## src/rtl/imem_arbiter.sv

```systemverilog
// Two-port round-robin arbiter in front of the combinational imem read port.
// Optional grant/stall counters are compiled in with IMEM_ARB_STATS_EN.
module imem_arbiter #(
  parameter int N  = 32,
  parameter int AW = 6
) (
  input  logic          clk,
  input  logic          reset,
  input  logic          req0,
  input  logic [AW-1:0] addr0,
  input  logic          lock0,
  output logic          gnt0,
  output logic          rvalid0,
  output logic [N-1:0]  rdata0,
  input  logic          req1,
  input  logic [AW-1:0] addr1,
  input  logic          lock1,
  output logic          gnt1,
  output logic          rvalid1,
  output logic [N-1:0]  rdata1,
  output logic [AW-1:0] mem_addr,
  input  logic [N-1:0]  mem_q
`ifdef IMEM_ARB_STATS_EN
  ,
  output logic [15:0]   gcnt0,
  output logic [15:0]   gcnt1,
  output logic [15:0]   ccnt
`endif
);

  typedef enum logic [1:0] {IDLE, LOCK0, LOCK1} state_t;

  state_t         state_q;
  logic           last_q;
  logic           rvalid0_q, rvalid1_q;
  logic [N-1:0]   rdata0_q, rdata1_q;
  logic           gnt0_d, gnt1_d;

  // last_q names the port that won most recently; the other one wins a tie.
  always_comb begin
    gnt0_d = 1'b0;
    gnt1_d = 1'b0;
    unique case (state_q)
      IDLE: begin
        gnt0_d = req0 & (~req1 | last_q);
        gnt1_d = req1 & (~req0 | ~last_q);
      end
      LOCK0:   gnt0_d = req0;
      LOCK1:   gnt1_d = req1;
      default: ;
    endcase
  end

  assign gnt0     = reset & gnt0_d;
  assign gnt1     = reset & gnt1_d;
  assign mem_addr = gnt1 ? addr1 : addr0;
  assign rvalid0  = rvalid0_q;
  assign rvalid1  = rvalid1_q;
  assign rdata0   = rdata0_q;
  assign rdata1   = rdata1_q;

  always_ff @(posedge clk or negedge reset) begin
    if (!reset) begin
      state_q   <= IDLE;
      last_q    <= 1'b1;
      rvalid0_q <= 1'b0;
      rvalid1_q <= 1'b0;
      rdata0_q  <= '0;
      rdata1_q  <= '0;
    end else begin
      rvalid0_q <= gnt0;
      rvalid1_q <= gnt1;
      if (gnt0) begin
        rdata0_q <= mem_q;
        last_q   <= 1'b0;
        state_q  <= lock0 ? LOCK0 : IDLE;
      end else if (gnt1) begin
        rdata1_q <= mem_q;
        last_q   <= 1'b1;
        state_q  <= lock1 ? LOCK1 : IDLE;
      end else if (state_q != IDLE) begin
        // Owner stopped requesting: release the lock, grant nobody this cycle.
        state_q <= IDLE;
      end
    end
  end

`ifdef IMEM_ARB_STATS_EN
  logic [15:0] gcnt0_q, gcnt1_q, ccnt_q;
  logic        stall;

  assign stall = (req0 & ~gnt0) | (req1 & ~gnt1);
  assign gcnt0 = gcnt0_q;
  assign gcnt1 = gcnt1_q;
  assign ccnt  = ccnt_q;

  always_ff @(posedge clk or negedge reset) begin
    if (!reset) begin
      gcnt0_q <= '0;
      gcnt1_q <= '0;
      ccnt_q  <= '0;
    end else begin
      if (gnt0 && gcnt0_q != 16'hFFFF) gcnt0_q <= gcnt0_q + 16'd1;
      if (gnt1 && gcnt1_q != 16'hFFFF) gcnt1_q <= gcnt1_q + 16'd1;
      if (stall && ccnt_q != 16'hFFFF) ccnt_q <= ccnt_q + 16'd1;
    end
  end
`endif

endmodule

```

## config.mk

```make
export PLATFORM = sky130hd
export DESIGN_NAME = imem_arbiter
export DESIGN_NICKNAME = d
export VERILOG_FILES = /design/src/rtl/imem_arbiter.sv
export SDC_FILE = /design/constraint.sdc
export NUM_CORES = 1
export LEC_CHECK = 0
export ABC_AREA = 1
export CAP_MARGIN = 20
export CORE_UTILIZATION = 45
export DETAILED_ROUTE_END_ITERATION = 12
export GPL_ROUTABILITY_DRIVEN = 0
export PLACE_DENSITY = 0.85
export SETUP_SLACK_MARGIN = 0.3
export SLEW_MARGIN = 20
export SYNTH_ARGS = -nofsm -noshare
export SYNTH_HDL_FRONTEND = slang
export SYNTH_SLANG_ARGS = --single-unit
export TNS_END_PERCENT = 5
```

## constraint.sdc

```tcl
create_clock -name clk -period 3.3 [get_ports clk]
set_input_delay 0.66 -clock clk [delete_from_list [all_inputs] [get_ports clk]]
set_output_delay 0.66 -clock clk [all_outputs]
set_load 0.01 [all_outputs]
```

==> out/metrics.cfg, run 1 <==
[global_routing]
grtUsageTotal_pct=24.1
antenna_found_initial=0
grt_pass1_vias=2469
grt_pass1_wl_um=11700
gr-total-overflow=0
grt_max_degree=72

[finish]
diodes=0
nets=494
drive_gt1_share_pct=7.35
fin_area_um2=4320
num-fill-cells=432
syn2layout_area_growth_pct=52.0

[route]
postRouteAntennaNets=0
wl_per_cell_um=14.1
drt_wl_total_um=7410
vias_per_cell=4.99
first_pass_iters=4
drtIter0Drc=124
route.vias.total=2617
drc=0

[power]
clockPowerShare_pct=27.9
seq_power_share_pct=43.1
p_int_mw=1.80
total_leakage_power_nw=2.15
combPwrFrac_pct=28.9
peakVddDrop_mv=0.379
netSwitchingPower_uw=745
power.density_nw_per_um2=590
power_mw=2.55
netSwitchingFraction_pct=29.2

[floorplan]
core_um2=5990
dieArea_um2=6640
io_pins=124
num_rows=28
die_w_um=81.5
die_h_um=81.5
initial_utilization_pct=47.4

[clock_tree]
clockRootBuffer=clkbuf_8
numCtsBuffers=9
insertion_delay_ns=0.34
clk_path_buf_depth=2
cts_hold_buffers=0
cts_tree=built
htreeDepth=3
clk_pin_slew_worst_paths_ns=0.07
cts_sinks=69

[sta]
finalMaxSlewViolations=0
max_freq_mhz=340
clock-skew-final_ns=0.0100
slew_headroom_pct=43.2
min_period_ns=2.94
setup_viol=0
rsz0062_at_grt=true
layout_setup_ws_ns=0.362
hold_violations=0
worst_pin_slew_ns=0.851
finalCritPeriodShare_pct=89.0
finalSetupTns_ns=0

[critical_path]
crit_arrival_ns=2.28
crit_path_max_fanout=12
crit_type=in2out
ff2ff_setup_slack_ns=1.81
r2r_cells=8
start_kind=input port
crit_required_ns=2.64
endpoint_kind=primary output

[logic_synthesis]
ys_async_sr_fraction_pct=100
synth_common_cells=nand2_1 (144), nand3_1 (74), dfrtp_1 (68)
synth_seq_area_share_pct=60.8
yosysTopAreaCell=dfrtp_1
syn_nets=371
ys_ff_latch=69
synth_top_area_share_pct=59.9
synth_cell_types=15
syn_inst=321
synth-main-ff-cell=dfrtp_1
synth_most_common_cell=nand2_1
yosysWarnings=0
syn-cell-area_um2=2840
synth_area_per_cell_um2=8.85
synth_edf_count=0
synth_area_leaders=dfrtp_1 (60%), nand2_1 (19%), nand3_1 (13%)

[place]
numPortBuffers=123
pre_cts_slack_ns=0.266
place_area_um2=4100
hpwl_um=5150

[worst_hold_path]
holdCritPathClass=reg2reg
hold_depth=2

[flow_run]
drv_cap=0

[run_status]
status=finished, final reports clean

==> stage by stage <==
step / instances / util, % / hold slack, ns
2_1_floorplan: 321 / - / 0.364
3_3_place_gp: 508 / 68.4 / 0.453
3_5_place_dp: 508 / 68.4 / 0.459
4_1_cts: 524 / 72.0 / 0.477
5_1_grt: 524 / 72.1 / 0.492
6_report: 524 / 72.1 / 0.472
==> final cells by class <==
class	count	area, um^2	area share [%]
clock buffers	11	151	3.51
multi-input cells	224	952	22.1
flip-flops and latches	69	1730	40.0
repair buffers	133	1310	30.3
well taps	75	93.8	2.17
clock inverters	5	58.8	1.36
inverters	7	26.3	0.609
==> final timing paths <==
| check | start | end |
|---|---|---|
| max | req1 | gnt1 |
| min | rdata0[14] | rdata0[14] |
| max reg2reg | state_q[0] | rdata1[12] |
| min reg2reg | rdata0[14] | rdata0[14] |
| max in group asynchronous | reset | rvalid1 |
| min in group asynchronous | reset | rdata0[12] |
==> repair_timing <==
item / CTS / global route
endpoints found under the hold margin: 0 / 0
endpoints found under the setup margin: 7 / 7
cloned: 0 / 0
gates resized for setup: 1 / 2
buffers inserted: 0 / 0
==> cells by family after synthesis <==
family,after synthesis,synth area share [%]
buf+inv,28,5.77
flops,69,60.8
simple gates,224,33.4
==> power groups by stage <==
stage	Combinational (mW)	Clock (mW)	Sequential [mW]
after global routing	0.813	0.761	1.12
after global placement	0.727	0	1.11
after detailed placement	0.745	0	1.11
after floorplan	0.203	0	1.18
final	0.738	0.712	1.10
after CTS	0.747	0.721	1.10
==> routing by layer <==
metal / GRT usage, % / vias up / wire length [um]
met5: 0 / - / 0
met4: 11.8 / 0 / 144
met3: 6.78 / 13 / 721
met2: 36.9 / 127 / 3370
met1: 31.5 / 1210 / 3170
li1: - / 1267 / -
==> worst max-delay path, stage by stage <==
cell and delay, ns:
clkdlybuf4s50_1 0.50, nand2_1 0.08, nor2_2 0.13, buf_6 0.16, nand2_2 0.11, inv_1 0.10, clkdlybuf4s50_1 0.53
==> state kept, by name, indices dropped and copies added, names as in the netlist <==
register and cells:
last_q 1, rdata0 32, state_q 2, rdata1 32
rvalid1 1, rvalid0 1
==> placed cells by master (no fill, tap or decap) <==
| cell type | instances |
|---|---|
| clkinvlp_4 | 2 |
| clkbuf_8 | 11 |
| dlymetal6s2s_1 | 1 |
| nand3b_1 | 1 |
| inv_1 | 6 |
| clkdlybuf4s50_1 | 121 |
| nand2_2 | 2 |
| nand3_1 | 74 |
| inv_2 | 1 |
| clkinv_2 | 1 |
| dfrtp_1 | 68 |
| dfstp_2 | 1 |
| buf_4 | 9 |
| bufinv_16 | 1 |
| clkinv_4 | 1 |
| buf_6 | 1 |
| nand2_1 | 143 |
| nor2_1 | 2 |
| nor2_2 | 1 |
| nor2_4 | 1 |
| buf_2 | 1 |
Power figures use the tool's default switching activity.
==> run 2: changes to the inputs <==
Settings changed: GPL_TIMING_DRIVEN set to 0.
==> run 2 against run 1 <==
Clock skew decreased by 0.0018 ns; cell count increased by 2.3%; utilization increased by 1.9 points; worst setup slack got worse by 0.065 ns; sequential power about the same; register-to-register slack improved by 0.13 ns; critical path type unchanged; largest cell class unchanged.
==> out/metrics.cfg, run 2 (synthesis gave the netlist of run 1 again) <==
[flow_run]
drv_cap=0

[place]
placed_cells=520
place_area_um2=4180
pre_cts_slack_ns=0.161
hpwl_um=5470
numPortBuffers=123

[global_routing]
gr-total-overflow=0
antenna_found_initial=0
grt_pass1_vias=2665
grt_pass1_wl_um=12400
grtUsageTotal_pct=25.2
grt_max_degree=39

[sta]
finalCritPeriodShare_pct=91.0
slew_headroom_pct=71.6
finalMaxSlewViolations=0
max_freq_mhz=333
rsz0062_at_grt=true
setup_viol=0
min_period_ns=3.00
layout_setup_ws_ns=0.297
worst_pin_slew_ns=0.426
clock-skew-final_ns=0.00821
whs_ns=0.203
finalSetupTns_ns=0
hold_violations=0

[route]
wl_per_cell_um=14.3
drtIter0Drc=131
postRouteAntennaNets=0
drc=0
route.vias.total=2705
vias_per_cell=5.05
first_pass_iters=4
drt_wl_total_um=7640

[finish]
fin_area_um2=4430
final_cell_mix=nand2_1 (143), clkdlybuf4s50_1 (121), nand3_1 (73), dfrtp_1 (68)
drive_gt1_share_pct=9.76
final_core_util_pct=73.9
final_common_cell=nand2_1
syn2layout_area_growth_pct=55.9
nets=507
diodes=0
layout.cells.non_filler=536

[critical_path]
crit_path_top_delay_cell=clkdlybuf4s50_1
crit_arrival_ns=2.34
path_cells=clkdlybuf4s50_1 > nand2_1 > nor2_4 > buf_6 > buf_6 > nand3_1 > nand2_1 > clkdlybuf4s50_1
rr_startpoint=last_q
r2r_cells=4
crit_path_max_fanout=10
crit_type=in2out
crit_required_ns=2.64
endpoint_kind=primary output
rr_endpoint=rdata0[13]
ff2ff_setup_slack_ns=1.94
slowest_delay_ns=0.53
start_kind=input port

[floorplan]
initial_utilization_pct=47.4
core_um2=5990
die_w_um=81.5
die_h_um=81.5
num_rows=28
dieArea_um2=6640
io_pins=124

[clock_tree]
clockRootBuffer=clkbuf_8
insertion_delay_ns=0.34
numCtsBuffers=9
clk_path_buf_depth=2
cts_tree=built
cts_hold_buffers=0
cts_sinks=69
htreeDepth=3
clk_pin_slew_worst_paths_ns=0.07

[worst_hold_path]
holdCritPathClass=in2async

[power]
peakVddDrop_mv=0.311
power_mw=2.55
power.density_nw_per_um2=575
total_leakage_power_nw=2.22

[run_status]
status=finished, final reports clean

[run 2: report_power, final]
group | internal, mW | switching, mW
sequential | 1.01 | 0.0916
combinational | 0.422 | 0.339
clock | 0.383 | 0.305
[run 2: worst max path at each step]
stage               startpoint     endpoint  slack, ns  cells past startpoint
floorplan                 req0  mem_addr[0]       1.33                      5
global placement         reset  mem_addr[2]      -2.26                      8
detailed placement        req0  mem_addr[2]       0.16                      7
CTS                       req0  mem_addr[0]       0.27                      7
global route              req1  mem_addr[1]       0.19                      8
finish                    req1  mem_addr[0]       0.30                      8
[run 2: critical path, delay by kind of cell]
kind | cells | cell delay (ns)
AND/OR/NAND/NOR | 4 | 0.37
buffers and inverters | 4 | 1.30
[run 2: area by class of cell]
class | count | area, um^2
flip-flops and latches | 69 | 1730
fillers | 457 | 1560
repair buffers | 125 | 1260
multi-input cells | 224 | 967
plain buffers | 21 | 153
clock buffers | 11 | 151
well taps | 75 | 93.8
clock inverters | 4 | 47.5
inverters | 7 | 26.3
[run 2: timing repair]
action	4_1_cts	5_1_grt
setup endpoints to repair	8	8
gates resized for setup	5	6
buffers inserted	1	0
[run 2: routing by layer]
layer,track usage [%],share of wire [%],wire [um],vias to the layer above
met5,0,0,0,-
met1,31.7,41,3140,1282
li1,-,-,-,1293
met4,10.5,1.8,135,0
met3,6.78,8.1,615,14
met2,40.8,49,3750,116
==> run 3: changes to the inputs <==
Settings changed: GPL_TIMING_DRIVEN 0 to unset.
==> results of run 3 <==
No change in the layout: final DEF, timing and power equal those of run 1.
